`config.mk`:
```
export PLATFORM = sky130hd
export DESIGN_NAME = pc_gen
export DESIGN_NICKNAME = d
export VERILOG_FILES = /design/src/rtl/pc_gen_pkg.sv /design/src/rtl/pc_ras.sv /design/src/rtl/pc_gen.sv
export SDC_FILE = /design/constraint.sdc
export NUM_CORES = 1
export LEC_CHECK = 0
export BUFFER_PORTS_ARGS = -buffer_cell sky130_fd_sc_hd__buf_2
export CAP_MARGIN = 20
export CELL_PAD_IN_SITES_DETAIL_PLACEMENT = 0
export CELL_PAD_IN_SITES_GLOBAL_PLACEMENT = 2
export CORE_ASPECT_RATIO = 1.1
export CORE_MARGIN = 2
export CORE_UTILIZATION = 41
export CTS_CLUSTER_DIAMETER = 50
export DETAILED_ROUTE_END_ITERATION = 8
export GPL_ROUTABILITY_DRIVEN = 0
export PLACE_DENSITY_LB_ADDON = 0.25
export SYNTH_ARGS = -nofsm -noshare
export SYNTH_HDL_FRONTEND = slang
export SYNTH_SLANG_ARGS = --single-unit
```
`constraint.sdc`:
```
create_clock -name clk -period 6.95 [get_ports clk]
set_input_delay 2.085 -clock clk [delete_from_list [all_inputs] [get_ports clk]]
set_output_delay 2.085 -clock clk [all_outputs]
set_load 0.01 [all_outputs]
```
`src/rtl/pc_gen_pkg.sv`:
```
// Shared constants for the fetch PC generator: reset vector, instruction stride
// and word-alignment mask.
package pc_gen_pkg;

  localparam logic [31:0] DEFAULT_RESET_PC = 32'h1bff_fffc;
  localparam logic [31:0] PC_STRIDE        = 32'h0000_0004;
  localparam logic [31:0] ALIGN_MASK       = 32'hffff_fffc;

endpackage : pc_gen_pkg

```
`src/rtl/pc_ras.sv`:
```
// Circular return-address stack: pointer names the next free slot, top is the
// slot just below it, and a push when full silently overwrites the oldest entry.
module pc_ras
  import pc_gen_pkg::*;
#(
  parameter int unsigned XLEN  = 32,
  parameter int unsigned DEPTH = 4
) (
  input  logic            clk,
  input  logic            rstn,
  input  logic            push,
  input  logic            pop,
  input  logic            replace,
  input  logic [XLEN-1:0] wdata,
  output logic [XLEN-1:0] top,
  output logic            empty,
  output logic            full
);

  localparam int unsigned PW = $clog2(DEPTH);
  localparam logic [PW:0] CNT_MAX = (PW + 1)'(DEPTH);

  logic [XLEN-1:0] mem_r [DEPTH];
  logic [PW-1:0]   ptr_r;
  logic [PW:0]     cnt_r;
  logic [PW-1:0]   top_idx_s;

  assign top_idx_s = ptr_r - PW'(1);
  assign top       = mem_r[top_idx_s];
  assign empty     = (cnt_r == {(PW + 1){1'b0}});
  assign full      = (cnt_r == CNT_MAX);

  // Pointer and occupancy count; count saturates so overwrite-on-full keeps full set.
  always_ff @(posedge clk or negedge rstn) begin
    if (!rstn) begin
      ptr_r <= {PW{1'b0}};
      cnt_r <= {(PW + 1){1'b0}};
    end else if (push) begin
      ptr_r <= ptr_r + PW'(1);
      if (cnt_r != CNT_MAX) begin
        cnt_r <= cnt_r + (PW + 1)'(1);
      end else begin
        cnt_r <= cnt_r;
      end
    end else if (pop && !empty) begin
      ptr_r <= top_idx_s;
      cnt_r <= cnt_r - (PW + 1)'(1);
    end else begin
      ptr_r <= ptr_r;
      cnt_r <= cnt_r;
    end
  end

  // Entry storage carries no reset; only pointer and count define validity.
  always_ff @(posedge clk) begin
    if (push) begin
      mem_r[ptr_r] <= wdata;
    end else if (replace) begin
      mem_r[top_idx_s] <= wdata;
    end else begin
      mem_r <= mem_r;
    end
  end

endmodule : pc_ras

```
`src/rtl/pc_gen.sv`:
```
// Fetch PC register with next-PC priority mux: redirect > stall > return >
// call > sequential, plus return-address-stack bookkeeping.
module pc_gen
  import pc_gen_pkg::*;
#(
  parameter int unsigned     XLEN      = 32,
  parameter logic [XLEN-1:0] RESET_PC  = XLEN'(DEFAULT_RESET_PC),
  parameter int unsigned     RAS_DEPTH = 4
) (
  input  logic            clk,
  input  logic            rstn,
  input  logic            stall,
  input  logic            redirect_valid,
  input  logic [XLEN-1:0] redirect_pc,
  input  logic            call_valid,
  input  logic [XLEN-1:0] call_target,
  input  logic            ret_valid,
  output logic [XLEN-1:0] pc,
  output logic [XLEN-1:0] npc,
  output logic            ras_empty,
  output logic            ras_full
);

  localparam logic [XLEN-1:0] STRIDE = XLEN'(PC_STRIDE);
  localparam logic [XLEN-1:0] AMASK  = ~(XLEN'(~ALIGN_MASK));

  logic [XLEN-1:0] pc_r;
  logic [XLEN-1:0] npc_s;
  logic [XLEN-1:0] seq_pc_s;
  logic [XLEN-1:0] ras_top_s;
  logic            ras_push_s;
  logic            ras_pop_s;
  logic            ras_replace_s;

  assign seq_pc_s = pc_r + STRIDE;

  // Next-PC selection; RAS is only touched on the unstalled, unredirected path.
  always_comb begin
    npc_s         = seq_pc_s;
    ras_push_s    = 1'b0;
    ras_pop_s     = 1'b0;
    ras_replace_s = 1'b0;
    if (redirect_valid) begin
      npc_s = redirect_pc & AMASK;
    end else if (stall) begin
      npc_s = pc_r;
    end else if (ret_valid) begin
      npc_s = ras_empty ? seq_pc_s : ras_top_s;
      if (call_valid) begin
        ras_replace_s = 1'b1;
      end else begin
        ras_pop_s = 1'b1;
      end
    end else if (call_valid) begin
      npc_s      = call_target & AMASK;
      ras_push_s = 1'b1;
    end else begin
      npc_s = seq_pc_s;
    end
  end

  // Fetch PC register.
  always_ff @(posedge clk or negedge rstn) begin
    if (!rstn) begin
      pc_r <= RESET_PC;
    end else begin
      pc_r <= npc_s;
    end
  end

  assign pc  = pc_r;
  assign npc = npc_s;

  pc_ras #(
    .XLEN  (XLEN),
    .DEPTH (RAS_DEPTH)
  ) u_ras (
    .clk     (clk),
    .rstn    (rstn),
    .push    (ras_push_s),
    .pop     (ras_pop_s),
    .replace (ras_replace_s),
    .wdata   (seq_pc_s),
    .top     (ras_top_s),
    .empty   (ras_empty),
    .full    (ras_full)
  );

endmodule : pc_gen
```
# Word-level counts from Yosys, hierarchy flattened
# Cells that the tools add are included.
totals:
  elab_cells: 61
  n_memories: 0
  input_bits: 70
  mem_bits_ro: 0
  out_inout_bits: 66
  latchBits: 0
  ramBits: 0
  ff_bits: 165
op_classes:
  bitwise_logic: 2
  eq_ne: 3
  muxes: 32
  div: 0
  add_sub_neg: 5
  shift: 0
  n_reduce_logical: 8
  order_cmp: 4
  multipliers: 0
ops:
  columns: ["cell", "n"]
  rows:
  - ["two-way mux 32 bit", 9]
  - ["bitwise mux 128 bit", 2]
  - ["two-way mux 128 bit", 2]
  - ["demux 32 bit (select 2 bit)", 2]
  - ["binary-select mux 32 bit (select 2 bit)", 1]
  - ["adder 32 x 3 -> 32 bit (second input constant)", 1]
  - ["two-way mux 1 bit", 11]
  - ["two-way mux 3 bit", 3]
  - ["greater-or-equal comparator 3 bit (second input constant)", 2]
  - ["< comparator 3 x 1 -> 1 bit (second input constant)", 2]
  - ["inverter 2 -> 3 bit", 2]
  - ["two-way mux 2 bit", 2]
  - ["nonzero test 2 bit", 2]
  - ["adder 3 x 1 -> 3 bit (second input constant)", 1]
  - ["== test 3 bit (second input constant)", 1]
  - ["logical AND 1 bit", 3]
  - ["zero test 3 bit", 1]
  - ["!= test 3 bit (second input constant)", 1]
  - ["subtractor 3 x 1 -> 3 bit (second input constant)", 1]
  - ["adder 2 x 1 -> 2 bit (second input constant)", 1]
  - ["!= test 2 x 1 -> 1 bit (second input constant)", 1]
  - ["AND reduction 2 bit", 1]
  - ["subtractor 2 x 1 -> 2 bit (second input constant)", 1]
  - ["zero test 1 bit", 1]

# Longest topological paths before layout
logic_depth:
  depth_word: 9
  depth_mapped: 11
  ltp_nobuf: 8

# Hierarchy
# From an unflattened synthesis, not the netlist that was laid out.
unflattened:
  hier_cells: 770
  hier_area_um2: 9298.9
by_module_without_submodules:
  columns: ["mod", "instances", "seq_area_each_um2", "cells_per_inst", "area_each_um2"]
  rows:
  - ["pc_ras", 1, 3968.8, 356, 6059.6]
  - ["pc_gen", 1, 833.3, 414, 3239.4]

# Worst setup path after synthesis
# Ideal clock, no wire load.
synth_path:
  kind: "input to output"
  start: "input port call_valid"
  end: "output port npc[10]"
  stages: 8
  n_path_buf: 2
  arrival_time_ps: 3718
  required_time_ps: 4865
  path_slack_ps: 1147
  cell_sequence: "buf_2 -> clkinv_1 -> nor2_1 -> nor2_1 -> clkbuf_1 -> a211oi_1 -> a21oi_1 -> o21ai_0"
synth_between:
  elab_chain_cells: 4
synth_lines:
  columns: ["item", "line", "text"]
  rows:
  - ["start, declared", "pc_gen.sv:15", "input logic call_valid,"]
  - ["two-way mux 32 bit", "pc_gen.sv:54", "end else if (call_valid) begin"]
  - ["two-way mux 32 bit", "pc_gen.sv:47", "end else if (ret_valid) begin"]
  - ["two-way mux 32 bit", "pc_gen.sv:45", "end else if (stall) begin"]
  - ["two-way mux 32 bit", "pc_gen.sv:43", "if (redirect_valid) begin"]
  - ["end, declared", "pc_gen.sv:19", "output logic [XLEN-1:0] npc,"]
# Every way passes these cells.

# Final worst setup path
layout_path:
  start: "input port ret_valid"
  end: "output port npc[8]"
layout_between:
  elab_chain_cells: 3
layout_lines:
  columns: ["item", "line", "text"]
  rows:
  - ["start, declared", "pc_gen.sv:17", "input logic ret_valid,"]
  - ["two-way mux 32 bit", "pc_gen.sv:47", null]
  - ["two-way mux 32 bit", "pc_gen.sv:45", null]
  - ["two-way mux 32 bit", "pc_gen.sv:43", null]
# Every way passes these cells.

==> results.md <==
* Tcrit/Tclk final at 0.892
* Post-CTS sizing at 0
* Core area at 0.0199 mm^2
* Worst setup EP type: primary output
* Count of final hold-check violations at 0
* Yosys warning count at 0
* DIE AREA at 0.0215 mm^2
* Clock edge transition at the registers on the reported setup and hold paths at 0.07 ns
* Crit-path cells: buf_2 -> o31ai_4 -> nand2_1 -> o21ai_0 -> o21ai_0 -> o21ai_0 -> buf_2
* Asr flop ratio synth at 0.224
* First-pass GRT wire length at 40200 um
* Drt pass-1 iters at 5
* Die height at 154 um
* Max Cap Viol at 0
* DRC Markers at 0
* P_leak at 3.71 nW
* Register bit total from synthesis at 165
* Vias at 6408
* Hold WC Path Type: flip-flop to flip-flop
* Antenna Cells at 0
* Antenna violations before repair at 0
* HPWL after detailed placement at 17100 um
* Arrival @ worst endpoint at a little over 4 ns
* Site Rows at 54
* Deepest clock path buffer count at 2
* WP buf/inv at 2
* Status: finished, final reports clean
* CTS Sinks at between 150 and 200
* Largest net degree at the start of global routing at 38
* CTS tree: done
* Dpl ws at 0.794 ns
* Worst clock skew at about 0.0092 ns
* Count of different cell masters after synthesis at 66
* Setup tns final at 0 ns
* Net count after synthesis at 775
* Synth Flop Type: edfxtp_1
* Initial Util at 0.420
* Layout cell share with drive strength beyond 1 at 0.323
* PwrDens at between 300 and 400 mW/mm^2
* Layout fillers at ~1800
* IO Count at 136
* Layout Utilization at 0.502
* DRT iter0 DRCs at 527
* Layout net count at 905
* Most frequent cells in the layout: 149 x nor2_1, 131 x buf_2, 128 x edfxtp_1, 35 x o21ai_0, 32 x mux4_2
* Clk root buf: clkbuf_16
* RSZ-0062 raised after global routing: no
* Tmin final at a little over 6 ns
* Placed inst area at 0.00936 mm^2
* Worst path required time at 4.87 ns
* Most common cell after layout, fill and taps aside: nor2_1
* Max Slew Vio Count at 0
* Final ANT Viol Nets at 0
* Post-Synthesis Cell Area at 0.00834 mm^2
* Placed cell count at 1062
* Startpoint Class: primary input
* Final std cells w/o fill at ~1100
* Cts hold-fix bufs at 0
* Crit-path leading delay family: compound AO/OA/AOI/OAI gates
* DIE WIDTH at 140 um
* Via density at 5.86
* Global Route Usage Sum at 0.250
* Worst stage delay on the critical path at 0.53 ns
* Worst skew pair latency at 0.43 ns
* Finish-stage setup viols at 0
* Max Freq at 161 MHz
* CTS H-tree depth at 4
* Grt ovf at 0
* Area grow syn2layout at 19.5%
* CP most frequent cell: o21ai_0
* Final worst slack at 0.749 ns
* Overall Power at 3.42 mW
* Routed WL per cell at between 20 and 25 um
* Post-CTS Setup Inserts at 0
* Synth Instances at 699
* Slew @ Worst Pin at 1.10 ns
* Vias in the first global route at 6816
* Critical path class: primary input to primary output
* Avg Inst Size Synth at approximately 12 um^2
* EDFF count, synth at 128
* I/O Buffers at 131
* Slowest CP cell: nand2_1
* Slew HR at 0.264
* IR Drop Worst-Case VDD at 0.277 mV
* Number of buffers created by CTS at 17
* Hold_ws at ~0.57 ns
* Drt total wl at 26400 um
* Sequential area share after synthesis at 0.576
* CP max FO at 14
* Post-route design area at 0.00997 mm^2
[synthesized netlist by cell type (6+ instances only)]
master | instances | area [um^2]
dfstp_2 | 26 | 683
xnor2_1 | 25 | 219
clkbuf_1 | 35 | 131
nand3_1 | 14 | 70.1
nor2_1 | 153 | 574
nor3_1 | 12 | 60.1
a221oi_1 | 9 | 78.8
xor2_1 | 7 | 61.3
nand2_1 | 29 | 109
mux4_2 | 32 | 721
buf_2 | 9 | 45.0
dfrtp_1 | 11 | 275
o21ai_0 | 35 | 175
inv_1 | 12 | 45.0
nor2b_1 | 12 | 75.1
a211o_1 | 8 | 70.1
nand4_1 | 6 | 37.5
a21oi_1 | 29 | 145
o221ai_1 | 7 | 61.3
edfxtp_1 | 128 | 3840
[metal layers]
metal	track usage	routed length (um)	vias up
li1	-	-	2864
met5	0	0	-
met1	0.334	11400	3288
met2	0.420	13200	218
met3	0.0414	1380	38
met4	0.0795	536	0
[sequential cells by signal (all words and copies together) (netlist names)]
signal       count
u_ras.mem_r    128
pc              32
u_ras.cnt_r      3
u_ras.ptr_r      2
[path summary, 6_finish.rpt]
check                                      startpoint                         end  slack [ns]  cells after the start
max                                         ret_valid                      npc[8]        0.75                      7
min                        u_ras.cnt_r[2]$_DFFE_PN0P_  u_ras.cnt_r[2]$_DFFE_PN0P_        0.57                      1
max reg2reg                u_ras.ptr_r[1]$_DFFE_PN0P_            pc[30]$_DFF_PN0_        4.02                      8
min reg2reg                u_ras.cnt_r[2]$_DFFE_PN0P_  u_ras.cnt_r[2]$_DFFE_PN0P_        0.57                      1
max in group asynchronous                        rstn  u_ras.ptr_r[0]$_DFFE_PN0P_        4.78                      2
min in group asynchronous                        rstn            pc[29]$_DFF_PN0_        1.73                      2
[power breakdown]
part	switching (mW)	internal (mW)
Clock	0.399	0.584
Combinational	0.689	0.449
Sequential	0.0949	1.21
[worst reg2reg max path, stage by stage (launching register included)]
cell and delay [ns]:
dfrtp_1 0.41, inv_1 0.12, ha_1 0.95, buf_4 0.45, mux4_2 0.35, a21oi_1 0.24
o21ai_0 0.10, o21ai_0 0.09, o31ai_1 0.11
[logic make-up (layout without fill, tap and decap cells)]
group,Yosys count,after routing,share of synthesized area
buffers and inverters,63,206,0.0341
AO/OA/AOI/OAI,133,133,0.107
flip-flops,165,165,0.576
AND/OR/NAND/NOR,262,262,0.146
adder cells (fa/ha/maj),6,6,0.00990
XOR/XNOR,32,32,0.0336
multiplexers,38,38,0.0939
[layout make-up]
class | count | area, um^2 | area share
flip-flops and latches | 165 | 4800 | 0.482
clock buffers | 20 | 457 | 0.0458
well taps | 252 | 315 | 0.0316
inverters | 13 | 48.8 | 0.00490
repair buffers | 161 | 901 | 0.0904
multi-input cells | 471 | 3290 | 0.330
clock inverters | 12 | 151 | 0.0152
No activity file was read; power rests on OpenSTA's default activity.
